<file path="src/rtl/brownout_pkg.sv">
// Shared types and constants for the brown-out trip-point sweep.
// BROWNOUT_SWEEP_MAJORITY_EN selects a 3-sample majority vote per code; the default is one sample.
package brownout_pkg;

  localparam int CODE_W = 3;
  localparam int NCODES = 8;
  localparam logic [CODE_W-1:0] MAX_CODE = 3'd7;

`ifdef BROWNOUT_SWEEP_MAJORITY_EN
  localparam int SAMPLE_N = 3;
`else
  localparam int SAMPLE_N = 1;
`endif

  typedef enum logic [1:0] {
    IDLE,
    SETTLE,
    SAMPLE,
    DONE
  } state_t;

endpackage

</file>
<file path="src/rtl/brownout_trip_sweep_if.sv">
// vtrip/dcomp calibration bus between the sweep sequencer (slave) and its controller/analog side (master).
interface brownout_trip_sweep_if;
  import brownout_pkg::*;

  logic                start;
  logic                abort;
  logic [CODE_W-1:0]   home_code;
  logic                dcomp;
  logic [CODE_W-1:0]   vtrip;
  logic                ena_cmp;
  logic                busy;
  logic                done;
  logic [CODE_W-1:0]   level;
  logic                under;
  logic                full;
  logic [NCODES-1:0]   therm;

  modport slave (
    input  start, abort, home_code, dcomp,
    output vtrip, ena_cmp, busy, done, level, under, full, therm
  );

  modport master (
    output start, abort, home_code, dcomp,
    input  vtrip, ena_cmp, busy, done, level, under, full, therm
  );

endinterface

</file>
<file path="src/rtl/brownout_sample_filter.sv">
// Majority voter over NSAMP consecutive dcomp samples; with NSAMP=1 it degenerates to a pass-through.
module brownout_sample_filter #(
  parameter int NSAMP = 3
) (
  input  logic osc_ck,
  input  logic clr_cnt_sb,
  input  logic sample_en,
  input  logic din,
  output logic vote_valid,
  output logic vote
);

  logic [1:0] r_idx;
  logic [1:0] r_ones;
  logic [2:0] w_total;

  // Decision is made on the last sample cycle, counting the live sample too.
  assign w_total    = {1'b0, r_ones} + {2'b00, din};
  assign vote_valid = sample_en && (r_idx == 2'(NSAMP - 1));
  assign vote       = (int'(w_total) * 2) > NSAMP;

  always_ff @(posedge osc_ck or negedge clr_cnt_sb) begin
    if (!clr_cnt_sb) begin
      r_idx  <= 2'd0;
      r_ones <= 2'd0;
    end else if (!sample_en || vote_valid) begin
      r_idx  <= 2'd0;
      r_ones <= 2'd0;
    end else begin
      r_idx  <= r_idx + 2'd1;
      r_ones <= r_ones + {1'b0, din};
    end
  end

endmodule

</file>
<file path="src/rtl/brownout_trip_sweep.sv">
// Brown-out calibration sequencer: steps vtrip upward, settles, samples dcomp, reports the last passing code.
// BROWNOUT_SWEEP_MAJORITY_EN (see brownout_pkg) widens each sample window to a 3-cycle majority vote.
module brownout_trip_sweep
  import brownout_pkg::*;
#(
  parameter int SETTLE_CYC = 8,
  parameter int CNT_W      = 8
) (
  input  logic                  osc_ck,
  input  logic                  clr_cnt_sb,
  brownout_trip_sweep_if.slave  bus
);

  localparam logic [CNT_W-1:0] SETTLE_LOAD = CNT_W'(SETTLE_CYC - 1);

  state_t              r_state;
  logic [CODE_W-1:0]   r_code;
  logic [CODE_W-1:0]   r_vtrip;
  logic [CODE_W-1:0]   r_level;
  logic [NCODES-1:0]   r_therm;
  logic                r_under;
  logic                r_full;
  logic                r_done;
  logic                r_busy;
  logic [CNT_W-1:0]    r_cnt;

  logic                w_sample_en;
  logic                w_vote_valid;
  logic                w_vote;

  assign w_sample_en = (r_state == SAMPLE);

  brownout_sample_filter #(
    .NSAMP (SAMPLE_N)
  ) u_filter (
    .osc_ck     (osc_ck),
    .clr_cnt_sb (clr_cnt_sb),
    .sample_en  (w_sample_en),
    .din        (bus.dcomp),
    .vote_valid (w_vote_valid),
    .vote       (w_vote)
  );

  always_ff @(posedge osc_ck or negedge clr_cnt_sb) begin
    if (!clr_cnt_sb) begin
      r_state <= IDLE;
      r_code  <= '0;
      r_vtrip <= '0;
      r_level <= '0;
      r_therm <= '0;
      r_under <= 1'b0;
      r_full  <= 1'b0;
      r_done  <= 1'b0;
      r_busy  <= 1'b0;
      r_cnt   <= '0;
    end else begin
      r_done <= 1'b0;
      case (r_state)
        IDLE: begin
          r_vtrip <= bus.home_code;
          if (bus.start) begin
            r_code  <= '0;
            r_vtrip <= '0;
            r_therm <= '0;
            r_under <= 1'b0;
            r_full  <= 1'b0;
            r_level <= '0;
            r_cnt   <= SETTLE_LOAD;
            r_busy  <= 1'b1;
            r_state <= SETTLE;
          end
        end
        SETTLE: begin
          if (bus.abort) begin
            r_vtrip <= bus.home_code;
            r_busy  <= 1'b0;
            r_state <= IDLE;
          end else if (r_cnt == '0) begin
            r_state <= SAMPLE;
          end else begin
            r_cnt <= r_cnt - CNT_W'(1);
          end
        end
        SAMPLE: begin
          // abort outranks any decision taken in the same cycle
          if (bus.abort) begin
            r_vtrip <= bus.home_code;
            r_busy  <= 1'b0;
            r_state <= IDLE;
          end else if (w_vote_valid) begin
            if (w_vote) begin
              r_level <= (r_code == '0) ? '0 : r_code - 3'd1;
              r_under <= (r_code == '0);
              r_done  <= 1'b1;
              r_busy  <= 1'b0;
              r_state <= DONE;
            end else begin
              r_therm[r_code] <= 1'b1;
              if (r_code == MAX_CODE) begin
                r_level <= MAX_CODE;
                r_full  <= 1'b1;
                r_done  <= 1'b1;
                r_busy  <= 1'b0;
                r_state <= DONE;
              end else begin
                r_code  <= r_code + 3'd1;
                r_vtrip <= r_code + 3'd1;
                r_cnt   <= SETTLE_LOAD;
                r_state <= SETTLE;
              end
            end
          end
        end
        DONE: begin
          r_vtrip <= bus.home_code;
          r_state <= IDLE;
        end
        default: r_state <= IDLE;
      endcase
    end
  end

  assign bus.vtrip   = r_vtrip;
  assign bus.ena_cmp = r_busy;
  assign bus.busy    = r_busy;
  assign bus.done    = r_done;
  assign bus.level   = r_level;
  assign bus.under   = r_under;
  assign bus.full    = r_full;
  assign bus.therm   = r_therm;

endmodule

</file>
<file path="src/flat_wrapper.sv">
// flat-port wrapper written by rule: the top's interface ports become plain ports
module brownout_trip_sweep_flat import brownout_pkg::*;
#(
  parameter int SETTLE_CYC = 8,
  parameter int CNT_W      = 8
)
  (osc_ck, clr_cnt_sb, bus_start, bus_abort, bus_home_code, bus_dcomp, bus_vtrip, bus_ena_cmp, bus_busy, bus_done, bus_level, bus_under, bus_full, bus_therm);
  brownout_trip_sweep_if bus_i ();
  input  logic osc_ck;
  input  logic clr_cnt_sb;
  input wire logic [$bits(bus_i.start)-1:0] bus_start;
  input wire logic [$bits(bus_i.abort)-1:0] bus_abort;
  input wire logic [$bits(bus_i.home_code)-1:0] bus_home_code;
  input wire logic [$bits(bus_i.dcomp)-1:0] bus_dcomp;
  output wire logic [$bits(bus_i.vtrip)-1:0] bus_vtrip;
  output wire logic [$bits(bus_i.ena_cmp)-1:0] bus_ena_cmp;
  output wire logic [$bits(bus_i.busy)-1:0] bus_busy;
  output wire logic [$bits(bus_i.done)-1:0] bus_done;
  output wire logic [$bits(bus_i.level)-1:0] bus_level;
  output wire logic [$bits(bus_i.under)-1:0] bus_under;
  output wire logic [$bits(bus_i.full)-1:0] bus_full;
  output wire logic [$bits(bus_i.therm)-1:0] bus_therm;
  assign bus_i.start = bus_start;
  assign bus_i.abort = bus_abort;
  assign bus_i.home_code = bus_home_code;
  assign bus_i.dcomp = bus_dcomp;
  assign bus_vtrip = bus_i.vtrip;
  assign bus_ena_cmp = bus_i.ena_cmp;
  assign bus_busy = bus_i.busy;
  assign bus_done = bus_i.done;
  assign bus_level = bus_i.level;
  assign bus_under = bus_i.under;
  assign bus_full = bus_i.full;
  assign bus_therm = bus_i.therm;
  brownout_trip_sweep #(.SETTLE_CYC(SETTLE_CYC), .CNT_W(CNT_W)) u_core (.osc_ck(osc_ck), .clr_cnt_sb(clr_cnt_sb), .bus(bus_i));
endmodule
</file>
<file path="config.mk">
export PLATFORM = sky130hd
export DESIGN_NAME = brownout_trip_sweep_flat
export DESIGN_NICKNAME = d
export VERILOG_FILES = /design/src/rtl/brownout_pkg.sv /design/src/rtl/brownout_trip_sweep_if.sv /design/src/rtl/brownout_sample_filter.sv /design/src/rtl/brownout_trip_sweep.sv /design/src/flat_wrapper.sv
export SDC_FILE = /design/constraint.sdc
export NUM_CORES = 1
export LEC_CHECK = 0
export ABC_AREA = 1
export CAP_MARGIN = 40
export CORE_MARGIN = 4
export CORE_UTILIZATION = 55
export DETAILED_ROUTE_END_ITERATION = 10
export GPL_ROUTABILITY_DRIVEN = 0
export PLACE_DENSITY = 0.86
export SLEW_MARGIN = 10
export SYNTH_ARGS = -nofsm -noshare
export SYNTH_HDL_FRONTEND = slang
export SYNTH_SLANG_ARGS = --single-unit
</file>
<file path="constraint.sdc">
create_clock -name osc_ck -period 2.4 [get_ports osc_ck]
set_input_delay 0.36 -clock osc_ck [delete_from_list [all_inputs] [get_ports osc_ck]]
set_output_delay 0.36 -clock osc_ck [all_outputs]
set_load 0.005 [all_outputs]
</file>
### After elaboration in Yosys (flattened, before gate mapping)

Index checks and enable logic that the tools add are counted.

* order comparisons: 3
* reductions and logical operators: 19
* mux-type cells: 63
* add/sub/neg operators: 6
* equal/unequal tests: 20
* bitwise gates (word level): 1

Operator list (number)
* $mux W8: 11
* $mux W3: 13
* $pmux W8 S3: 1
* $mux W1: 20
* $reduce_and A5 Y1: 4
* $mux W2: 9
* $pmux W8 S2: 1
* $ne A2 B2 Y1 const B: 7
* $pmux W3 S2: 2
* $pmux W3 S4: 1
* $reduce_and A6 Y1: 2
* $logic_not A8 Y1: 1
* $or A8 B8 Y8: 1
* $pmux W2 S4: 1
* $reduce_and A8 Y1: 1
* $sub A8 B1 Y8 const B: 1
* $ne A2 B1 Y1 const B: 3
* $ne A3 B2 Y1 const B: 2
* $ne A3 B3 Y1 const B: 2
* $eq A2 B2 Y1 const B: 2
* $gt A4 B1 Y1 const B: 1
* $logic_not A2 Y1: 2
* $lt A3 B4 Y1 const B: 1
* $ne A4 B2 Y1 const B: 1
* other kinds (20): 22

* register bits after elaboration: 35

### Depth between registers and ports, before layout

* depth in word-level cells: 9
* gate-level depth with buffers: 12
* depth with buffers taken out: 11

### By module

From an unflattened synthesis, not the netlist that was laid out.

* cells, all modules: 286
* area total of the unflattened synthesis: 2185.8 um^2

By module, submodules not included
* brownout_trip_sweep: times used 1, area an instance 1985.7 um^2, cells each 263
* brownout_sample_filter: times used 1, area an instance 200.2 um^2, cells each 23

### Least setup slack after synthesis

Ideal clock, no wire load.

* path type: register to register
* start point: reg u_core.r_code[0]
* end point: reg u_core.r_cnt[5]
* data arrival time: 1.538 ns
* buffers on the path: 0
* data required time: 2.284 ns
* stages on the path, launching flop included: 11
* path slack: 0.746 ns
* cell sequence: dfrtp_1 -> ha_1 -> ha_1 -> nand2_4 -> nand2_1 -> nor2_2 -> nand3_2 -> inv_4 -> nand2_4 -> nand2_1 -> nand2_1

* longest elaborated chain between the ends: 3

Ends and longest elaborated chain
* start, declared: line brownout_trip_sweep.sv:17 `logic [CODE_W-1:0] r_code;`
* start signal, assigned: line brownout_trip_sweep.sv:106 `r_code <= r_code + 3'd1;`
* $eq A3 B3 Y1: line brownout_trip_sweep.sv:99 `if (r_code == MAX_CODE) begin`
* $ne A2 B2 Y1 (no line)
* $reduce_and A8 Y1 (no line)
* end signal, assigned: line brownout_trip_sweep.sv:81 `r_cnt <= r_cnt - CNT_W'(1);`
* end, declared: line brownout_trip_sweep.sv:25 `logic [CNT_W-1:0] r_cnt;`

Every way passes these cells.
A chain may end at the register's enable or synchronous reset.

### Worst setup path in the final report

* start point: reg u_core.r_code[0]
* end point: reg u_core.r_cnt[2]

The elaborated chain is that of the path after synthesis.

==> metrics.md <==
| Metric | Value |
|---|---|
| Initial drt markers | 119 |
| Die width | 71.1 µm |
| IO buf count | 26 |
| Yosys warns | 0 |
| Pin count of the biggest net entering global routing | 36 |
| Number of global-route vias before repair | 1857 |
| Top Ports | 27 |
| CP startpoint | u_core.r_code[0] |
| Clk pin slew, worst setup/hold paths | 0.07 ns |
| Vias/cell | 5.02 |
| Max Freq | 0.533 GHz |
| Worst r2r src | u_core.r_code[0] |
| Final Hold Vio Count | 0 |
| DRC viols | 0 |
| Clk buf depth | 2 |
| RSZ-0062 raised after global routing | no |
| Critical path data arrival time | 2.06 ns |
| Height of the die | 71.1 µm |
| Critical setup path kind | reg2reg |
| Pre-antenna DRT Iters | 4 |
| Post-Route Utilization | 70.1% |
| Setup bufs post-CTS | 0 |
| Crit path to | u_core.r_cnt[2] |
| CTS root buffer | clkbuf_8 |
| Mean Syn Cell Area | 7.55 µm² |
| Post-CTS sizing | 0 |
| Fin crit share | 78.2% |
| R2R depth | 10 |
| Run status | completed |
| Post-detail-place hpwl | 3390 µm |
| GRT Overall Usage | 20.0% |
| Num CTS Buffers | 5 |
| Max Cap Violations | 0 |
| R2r endpoint | u_core.r_cnt[2] |
| Hold Path Stages | 1 |
| Vias | 1869 |
| VDD IR max | 0.755 mV |
| Worst hold-check path type | reg2reg |
| Starting Density | 58.5% |
| Syn Inst Count | 290 |
| Core area | 3740 µm² |
| CP Max Fanout | 8 |
| Relative max-transition margin | 71.5% |
| H-tree levels | 2 |
| Mapped cell area | 2190 µm² |
| Syn Nets | 312 |
| Die area | 5050 µm² |
| Routed Antenna Nets | 0 |
| Row count | 22 |
| Initial antenna violation count | 0 |
| Total Nets Final | 345 |
| Synth cell types | 28 |
| FF+latch count, synth | 35 |
| Wire per inst | 12.1 µm |
| Crit path time final | 1.88 ns |
| Slew Viols, Final | 0 |
| Crit end category | flip-flop |
| Actual slew at the worst max-slew pin | 0.427 ns |
| Leakage | 0.00135 µW |
| WL final | 4490 µm |
| Seq/Total Area, Yosys | 40.0% |
| # diodes | 0 |
| Post-cts hold buffer count | 0 |
| Setup_tns | 0 ns |
| Clock Latency Late Sink | 0.29 ns |
| Clk sink count | 35 |
| PwrDens | 1190 nW/µm² |
| Skew final | 0.00406 ns |
| Reg2Reg Setup Slack | 0.52 ns |
| Total congestion overflow | 0 |
| Critical Path RT | 2.58 ns |
| First-pass GRT wire length | 8070 µm |
| Fraction of layout instances using a drive strength above 1 | 13.6% |
| CTS tree | built |
| Area Growth Syn to Fin | 20.0% |
| Setup Viol. Count Final | 0 |
| Critical path startpoint category | flip-flop |
-- synth_stat cells (all sizes together) --
cell type	number	share of area (%)
o31ai	1	0.34
inv	42	7.4
nand2	100	20
dfrtp	35	40
o211ai	1	0.34
nor3	1	0.23
ha	14	8.0
buf	3	1.1
o21a	2	0.69
o21ai	19	5.7
or2	1	0.29
nor2	44	9.0
a21oi	15	3.8
clkinv	1	0.40
nand3	11	2.7
-- worst max-delay path: stages (launching register included) --
cell and delay, ns:
dfrtp_1 0.46, ha_1 0.25, ha_1 0.28, nand2_4 0.12, nand2_1 0.06, nor2_2 0.12
nand3_2 0.12, inv_4 0.12, nand2_4 0.08, nand2_1 0.08, nand2_1 0.06
-- how the worst min path moves through the flow --
stage	slack, ns	end	startpoint
after detailed placement	0.43	u_core.u_filter.r_idx[0]	u_core.u_filter.r_idx[0]
after floorplan	0.06	u_core.bus.busy	clr_cnt_sb
final	0.44	u_core.u_filter.r_idx[0]	u_core.u_filter.r_idx[0]
after global placement	0.42	u_core.u_filter.r_idx[0]	u_core.u_filter.r_idx[0]
after CTS	0.44	u_core.u_filter.r_idx[0]	u_core.u_filter.r_idx[0]
after global routing	0.46	u_core.u_filter.r_idx[0]	u_core.u_filter.r_idx[0]
-- report_power, final --
| group | total, µW | internal, µW | switching [µW] |
|---|---|---|---|
| clock network | 552 | 336 | 216 |
| registers | 896 | 755 | 141 |
| logic | 1680 | 615 | 1060 |
| total | 3120 | 1710 | 1420 |
-- cell families (layout without fill, tap and decap cells) --
logic type / after synthesis / in the layout / share of synthesized area (%)
AND/OR/NAND/NOR: 157 / 157 / 32.2
flip-flops: 35 / 35 / 40.0
adder cells (fa/ha/maj): 14 / 14 / 8.00
AO/OA/AOI/OAI: 38 / 38 / 10.9
buffers and inverters: 46 / 80 / 8.92
-- cell usage in the layout (no fill, tap or decap), drive strengths merged --
cell,n
buf,3
inv,42
clkbuf,6
nor3,1
clkinv,2
a21oi,15
nand2,100
clkdlybuf4s50,26
o21ai,19
o211ai,1
ha,14
o31ai,1
nand3,11
o21a,2
bufinv,1
or2,1
dfrtp,35
nor2,44
-- through the flow --
step / cell area (µm²) / hold slack [ns] / std cells / power (µW) / setup WS, ns
floorplan: 2190 / 0.0644 / 290 / 2110 / 0.746
global placement: 2510 / 0.417 / 364 / 2500 / 0.373
CTS: 2630 / 0.441 / 372 / 3150 / 0.512
finish: 2630 / 0.438 / 372 / 3120 / 0.522
detailed placement: 2510 / 0.431 / 364 / 2570 / 0.286
global route: 2630 / 0.456 / 372 / 3420 / 0.378
-- area by class of cell --
| type | instances | area [µm²] |
|---|---|---|
| Clock buffer | 6 | 82.6 |
| Clock inverter | 2 | 35.0 |
| Fill cell | 318 | 1120 |
| Inverter | 43 | 171 |
| Multi-Input combinational cell | 209 | 1120 |
| Sequential cell | 35 | 876 |
| Tap cell | 48 | 60.1 |
| Timing Repair Buffer | 29 | 283 |
-- layer usage --
metal	vias to the layer above	GRT usage (%)	part of all wire, %
li1	962	-	-
met1	853	23.3	43
met2	39	34.9	51
met3	15	4.97	4.3
met4	0	8.14	2.7
met5	-	0	0
-- registers in the layout, summed over array words and instances (netlist names), 2 cells and up --
signal                  flops
u_core.bus.level            3
u_core.bus.therm            8
u_core.bus.vtrip            3
u_core.r_cnt                8
u_core.r_code               3
u_core.r_state              2
u_core.u_filter.r_idx       2
u_core.u_filter.r_ones      2
No activity file was read; power rests on OpenSTA's default activity.
